===== src/rtl/hazard_ctrl.sv =====
// rtl/hazard_ctrl.sv - load-use / jr hazard detection, stall and flush control with stall watchdog and perf counters
module hazard_ctrl #(
    parameter int MAX_STALL = 4,
    parameter int CNT_W     = 32
) (
    input  logic             clk,
    input  logic             rst,
    input  logic [4:0]       ID_rs,
    input  logic [4:0]       ID_rt,
    input  logic             ID_uses_rt,
    input  logic             ID_is_jr,
    input  logic             ID_is_jump,
    input  logic             EX_memread,
    input  logic             EX_regwrite,
    input  logic [4:0]       EX_rd,
    input  logic             MEM_memread,
    input  logic             MEM_regwrite,
    input  logic [4:0]       MEM_rd,
    input  logic             EX_branch_taken,
    output logic             PCwrite,
    output logic             IF_ID_write,
    output logic             IF_ID_flush,
    output logic             ID_EX_flush,
    output logic [CNT_W-1:0] stall_cnt,
    output logic [CNT_W-1:0] flush_cnt,
    output logic             stall_err
);

    localparam int RLW = ($clog2(MAX_STALL + 2) > 3) ? $clog2(MAX_STALL + 2) : 3;
    localparam logic [RLW-1:0] RUN_MAX = RLW'(MAX_STALL + 1);
    localparam logic [CNT_W-1:0] CNT_ONE = {{(CNT_W-1){1'b0}}, 1'b1};

    typedef enum logic [1:0] {
        RUN      = 2'd0,
        LU_STALL = 2'd1,
        JR_STALL = 2'd2
    } state_t;

    state_t           state_q, state_d;
    logic [RLW-1:0]   run_len_q, run_len_d;
    logic             stall_err_q, stall_err_d;
    logic [CNT_W-1:0] stall_cnt_q, stall_cnt_d;
    logic [CNT_W-1:0] flush_cnt_q, flush_cnt_d;

    logic lu, jh, stall, flush_norm;

    // MEM-stage ALU results are forwarded into ID, so a MEM regwrite never stalls a jr.
    logic unused_mem_regwrite;
    assign unused_mem_regwrite = MEM_regwrite;

    assign lu = EX_memread && (EX_rd != 5'd0) &&
                ((EX_rd == ID_rs) || (ID_uses_rt && (EX_rd == ID_rt)));

    assign jh = ID_is_jr && (ID_rs != 5'd0) &&
                ((EX_regwrite && (EX_rd == ID_rs)) || (MEM_memread && (MEM_rd == ID_rs)));

    assign stall = (lu || jh) && !EX_branch_taken;

    // IF/ID is zeroed by a taken branch or by a jump that is not held back by a stall.
    assign flush_norm = EX_branch_taken || (!stall && ID_is_jump);

    // Pipeline controls: reset forces a frozen, fully flushed pipe; otherwise branch > stall > jump.
    always_comb begin
        PCwrite     = 1'b1;
        IF_ID_write = 1'b1;
        IF_ID_flush = 1'b0;
        ID_EX_flush = 1'b0;
        if (!rst) begin
            PCwrite     = 1'b0;
            IF_ID_write = 1'b0;
            IF_ID_flush = 1'b1;
            ID_EX_flush = 1'b1;
        end else if (EX_branch_taken) begin
            IF_ID_flush = 1'b1;
            ID_EX_flush = 1'b1;
        end else if (stall) begin
            PCwrite     = 1'b0;
            IF_ID_write = 1'b0;
            ID_EX_flush = 1'b1;
        end else if (ID_is_jump) begin
            IF_ID_flush = 1'b1;
        end
    end

    // Next state of the stall-episode tracker; an episode starts at 1 when entered from RUN.
    always_comb begin
        state_d   = RUN;
        run_len_d = '0;
        if (stall) begin
            state_d = lu ? LU_STALL : JR_STALL;
            if (state_q == RUN) begin
                run_len_d = RLW'(1);
            end else if (run_len_q != RUN_MAX) begin
                run_len_d = run_len_q + RLW'(1);
            end else begin
                run_len_d = run_len_q;
            end
        end
        stall_err_d = stall_err_q || (run_len_d == RUN_MAX);
    end

    // Saturating performance counter next values.
    always_comb begin
        stall_cnt_d = stall_cnt_q;
        flush_cnt_d = flush_cnt_q;
        if (stall && (stall_cnt_q != {CNT_W{1'b1}})) begin
            stall_cnt_d = stall_cnt_q + CNT_ONE;
        end
        if (flush_norm && (flush_cnt_q != {CNT_W{1'b1}})) begin
            flush_cnt_d = flush_cnt_q + CNT_ONE;
        end
    end

    // Stall FSM, episode length and sticky watchdog flag.
    always_ff @(posedge clk or negedge rst) begin
        if (!rst) begin
            state_q     <= RUN;
            run_len_q   <= '0;
            stall_err_q <= 1'b0;
        end else begin
            state_q     <= state_d;
            run_len_q   <= run_len_d;
            stall_err_q <= stall_err_d;
        end
    end

    // Performance counters.
    always_ff @(posedge clk or negedge rst) begin
        if (!rst) begin
            stall_cnt_q <= '0;
            flush_cnt_q <= '0;
        end else begin
            stall_cnt_q <= stall_cnt_d;
            flush_cnt_q <= flush_cnt_d;
        end
    end

    assign stall_cnt = stall_cnt_q;
    assign flush_cnt = flush_cnt_q;
    assign stall_err = stall_err_q;

endmodule

===== config.mk =====
export PLATFORM = sky130hd
export DESIGN_NAME = hazard_ctrl
export DESIGN_NICKNAME = d
export VERILOG_FILES = /design/src/rtl/hazard_ctrl.sv
export SDC_FILE = /design/constraint.sdc
export NUM_CORES = 1
export LEC_CHECK = 0
export ABC_AREA = 1
export ABC_CLOCK_PERIOD_IN_PS = 1800
export BUFFER_PORTS_ARGS = -buffer_cell sky130_fd_sc_hd__buf_2
export CAP_MARGIN = 20
export CORE_ASPECT_RATIO = 0.8
export CORE_MARGIN = 1.5
export CORE_UTILIZATION = 46
export CTS_CLUSTER_SIZE = 28
export DETAILED_ROUTE_END_ITERATION = 12
export HOLD_SLACK_MARGIN = 0.06
export PLACE_DENSITY = 0.79
export SLEW_MARGIN = 25
export SYNTH_ARGS = -nofsm -noshare
export SYNTH_HDL_FRONTEND = slang
export SYNTH_SLANG_ARGS = --single-unit

===== constraint.sdc =====
create_clock -name clk -period 1.8 [get_ports clk]
set_input_delay 0.36 -clock clk [delete_from_list [all_inputs] [get_ports clk]]
set_output_delay 0.36 -clock clk [all_outputs]
set_load 0.01 [all_outputs]

Word level (Yosys, flattened, before mapping). Index checks and enable logic that the tools add are counted.

Bits in writable memories: 0. ROM bits: 0. Word-level logic and storage cells: 51. Latch bits: 0. Register bits after elaboration: 70. Memories kept: 0.

Muxes and demuxes: 15. Add/sub/neg operators: 3. Multipliers: 0. Divide/modulo/power cells: 0. Shift operators: 0. Eq/ne operators: 7. Bitwise operators: 0. Magnitude comparators: 0. Reductions and logical operators: 21.

Operator list (number): $add 32x1->32 const B (2); $ne 32x32->1 const B (2); $eq 5x5->1 (3); $logic_and 1x1->1 (11); $mux 1 (10); $reduce_bool 5->1 (2); $mux 3 (3); $logic_or 1x1->1 (5); $mux 2 (2); $add 3x1->3 const B (1); $eq 3x3->1 const B (1); $ne 3x3->1 const B (1); $logic_not 1->1 (2); $logic_not 2->1 (1).

Logic depth before layout (Yosys ltp).
Depth in word-level cells: 10. Depth in mapped cells: 13.

Worst setup path after synthesis. No wires, ideal clock.

Path type: input-to-output. Start: input port EX_rd[3]. End: output port PCwrite. Arrival time: 1476 ps. Stages: 10. Slack: -36 ps. Required time: 1440 ps. Cells stage by stage: inv_1 > nand4_1 > o21ai_0 > inv_1 > nand2_2 > nand2_1 > nand2_1 > inv_1 > nor2_1 > buf_4.

Longest elaborated chain between the ends: 9.

Ends and longest elaborated chain: start, declared (line 15) `input logic [4:0] EX_rd,`; $eq 5x5->1 (on tied branches) (line 52, 55); $logic_and 1x1->1 (on tied branches) (line 52, 55); $logic_or 1x1->1 (on tied branches) (line 52, 55); $logic_and 1x1->1 (on tied branches) (line 51, 54); $logic_or 1x1->1 (*) (line 57) `assign stall = (lu || jh) && !EX_branch_taken;`; $logic_and 1x1->1 (*) (line 57); $mux 1 (*) (3 in a row); end, declared (line 20) `output logic PCwrite,`.

Mark *: on every way between the ends. The rest lies on a longest branch, timed or not.

Worst setup path in the final report.
Start: input port ID_rs[4]. End: output port PCwrite.

Longest elaborated chain between the ends: 9.

Ends and longest elaborated chain: start, declared (line 8) `input logic [4:0] ID_rs,`; $eq 5x5->1 (on tied branches) (line 52, 55); $logic_and 1x1->1 (line 55) `((EX_regwrite && (EX_rd == ID_rs)) || (MEM_memread && (MEM_rd == ID_rs)));`; $logic_or 1x1->1 (line 55); $logic_and 1x1->1 (line 54) `assign jh = ID_is_jr && (ID_rs != 5'd0) &&`; $logic_or 1x1->1 (*) (line 57); $logic_and 1x1->1 (*) (line 57); $mux 1 (*) (line 76) `end else if (stall) begin`; $mux 1 (*) (line 73) `end else if (EX_branch_taken) begin`; $mux 1 (*) (line 68) `if (!rst) begin`.

Marks and branches as above.

==> flow_summary.yaml <==
outcome:
  status: "complete, but fails checks"
  violations: "setup timing"
layout:
  num-nets-final: 890
  regArea_um2: 1760
  area_growth_pct: 35.1
  fin_util_pct: 63.6
  final_layout_size_suffix_gt1_share_pct: 30.4
  fillers: 949
  final_area_um2: 6510
  diodes: 0
  multi_input_area_um2: 2780
  stdcell_count: 1001
run:
  max_cap_violations: 0
cts:
  cts.clk_slew.worst_paths_ns: 0.06
  cts_buffers: 9
  insertion_delay_ns: 0.33
  clockBufferDepth: 2
  cts-root-buf: "clkbuf_16"
  htree_num_levels: 3
  clkSinkCount: 70
  tritoncts: "built"
routing:
  drt_iter0_drc: 470
  wl_per_cell_um: 14.5
  wl_mm: 14.5
  routed-via-count: 5115
  antenna_left: 0
  viasPerCell: 5.11
  drc: 0
  first_pass_iters: 5
critical_path:
  crit_arrival_ns: 1.47
  crit_type: "input port to primary output"
  cp.required_ns: 1.44
  crit_slowest_cell: "o21ai_2"
  crit_path_frequent_cell: "nand2_2"
  startpoint_type: "input port"
  critPathCaptureType: "primary output"
  ff2ff_setup_slack_ns: 0.06
  worstPathMaxFanout: 4
  path_cells: "buf_4, inv_1, o21ai_2, nor2_1, nand3_1, nand2_1, nand2_2, nand2_2, nand2_2, inv_2, nor2_4, buf_6"
  max_stage_delay_ns: 0.15
hold_path:
  hold_path_class: "input port to register"
sta:
  tns_ns: -0.0505
  period_share_pct: 102
  setup_slack_ns: -0.0277
  rsz0062_at_grt: "yes"
  finalMaxSlewViolations: 0
  hold_viol: 0
  tightest_slew_ns: 0.417
  skew_ns: 0.00317
  fin_crit_ns: 1.83
  maxSlewHeadroom_pct: 72.0
  setup_viol: 2
  max_freq_mhz: 547
placed_design:
  numPortBuffers: 97
  place.gp.congestion: 0.990
  dpl-instance-area_um2: 5900
  pre_cts_ws_ns: -0.0914
  dp_hpwl_mm: 10.5
  dp.cells: 975
power:
  vdd_drop_max_uv: 356
  p_per_area_nw_per_um2: 661
  p_leak_nw: 3.25
global_routing:
  grt_overflow: 0
  grt_pass1_vias: 4449
  grt_pass1_wl_mm: 22.2
  gr-usage-all-layers_pct: 25.2
  grt_start_max_net_pins: 68
  antenna_found_initial: 0
die:
  coreArea_um2: 10200
  rows: 33
  pin_count: 99
  initial_core_util_pct: 47.1
  dieArea_um2: 11100
  die_y_um: 94.6
  fp.dieW_um: 117
yosys:
  synth_cells: 691
  ys_seq_area_share_pct: 36.3
  synth.avg_cell_area_um2: 6.98
  syn_area_um2: 4820
  yosysWarnings: 0
  synth_seq_cells: 70
  synth_nets: 725
  ys_types: 29
synth_stat cells:
cell      count  area [um2]
nand2_1     226         848
nand4_1      18         113
nor2_1       74         278
buf_2         8        40.0
buf_4         4        30.0
xnor2_1      25         219
inv_2         2        7.51
ha_1          4        50.1
o21ai_0      21         105
nand3_1      59         295
nand2_2       3        18.8
clkbuf_1      2        7.51
nand3b_1      5        37.5
nand3_2       3        30.0
buf_8         1        15.0
inv_1        77         289
nor2_4        4        45.0
nor3_2        3        30.0
nor3_1       29         145
nor2_2        1        6.26
dfrtp_1      70        1750
buf_6         2        22.5
xor2_1       35         307
o21ai_1       2        10.0
o221ai_1      1        8.76
nor4_1        2        12.5
o21ai_2       8        70.1
nand3_4       1        17.5
nand2_4       1        11.3
per-stage QoR:
| stage | power [mW] | hold WS [ns] |
|---|---|---|
| floorplan | 2.17 | 0.0644 |
| global placement | 2.54 | 0.191 |
| detailed placement | 2.56 | 0.190 |
| CTS | 4.24 | 0.198 |
| global route | 4.50 | 0.204 |
| finish | 4.31 | 0.198 |
layout make-up:
type | count | share of cell area (%)
clock inverter | 6 | 0.576
tap | 140 | 2.69
clock buffer | 10 | 3.67
multi-input combinational | 525 | 42.7
sequential | 70 | 27.1
timing repair buffer | 171 | 18.6
inverter | 79 | 4.71
flip-flops by register name, indices dropped and copies added (netlist names):
register,count
flush_cnt,32
stall_cnt,32
run_len_q,3
state_q,2
stall_err,1
layout by cell type (no fill, tap or decap), drive strengths merged:
cell type	netlist	layout
clkinv	0	3
nand2	230	230
xor2	35	35
dfrtp	70	70
inv	79	79
o221ai	1	1
nor3	32	32
ha	4	4
nor4	2	2
buf	15	168
clkinvlp	0	3
nand4	18	18
dlygate4sd3	0	1
nor2	79	79
xnor2	25	25
clkbuf	2	12
nand3	63	63
nand3b	5	5
o21ai	31	31
timing repair:
| item | CTS | global route |
|---|---|---|
| setup buffers | 1 | 6 |
| endpoints found under the hold margin | 3 | 0 |
| pin swaps | 4 | 31 |
| setup endpoints to repair | 3 | 63 |
| hold buffers | 1 | 0 |
| cloned | 0 | 2 |
| gates resized for setup | 6 | 75 |
worst max-delay path: cells and delay by family:
kind	cells	cell delay (ns)
AO/OA/AOI/OAI	1	0.15
buffers and inverters	4	0.34
AND/OR/NAND/NOR	7	0.61
cells by family (layout without fill, tap and decap cells):
group	Yosys count	after routing	synth area share (%)
and+or+nand+nor	429	429	39.2
buffers and inverters	96	266	8.54
DFF	70	70	36.3
xor gates and xnor gates	60	60	10.9
AOI/OAI and AO/OA	32	32	4.02
adders and majority gates	4	4	1.04
layer usage:
metal / routed length (um) / up-vias / track usage [%]
met1: 7100 / 2348 / 39.2
met3: 1260 / 24 / 5.13
met4: 246 / 0 / 6.30
li1: - / 2530 / -
met5: 0 / - / 0
met2: 5900 / 213 / 35.2
where the power goes:
| part | leakage [nW] | internal, mW | switching (mW) |
|---|---|---|---|
| logic | 2.17 | 0.415 | 0.485 |
| clock network | 0.130 | 0.962 | 0.704 |
| registers | 0.948 | 1.66 | 0.0786 |
worst paths after layout:
path | cells after the start | startpoint | endpoint
max | 12 | ID_rs[4] | PCwrite
min | 2 | EX_branch_taken | state_q[0]
max reg2reg | 7 | flush_cnt[13] | flush_cnt[31]
min reg2reg | 2 | stall_err | stall_err
max in group asynchronous | 3 | rst | flush_cnt[4]
min in group asynchronous | 2 | rst | stall_cnt[27]
Power figures use the tool's default switching activity.
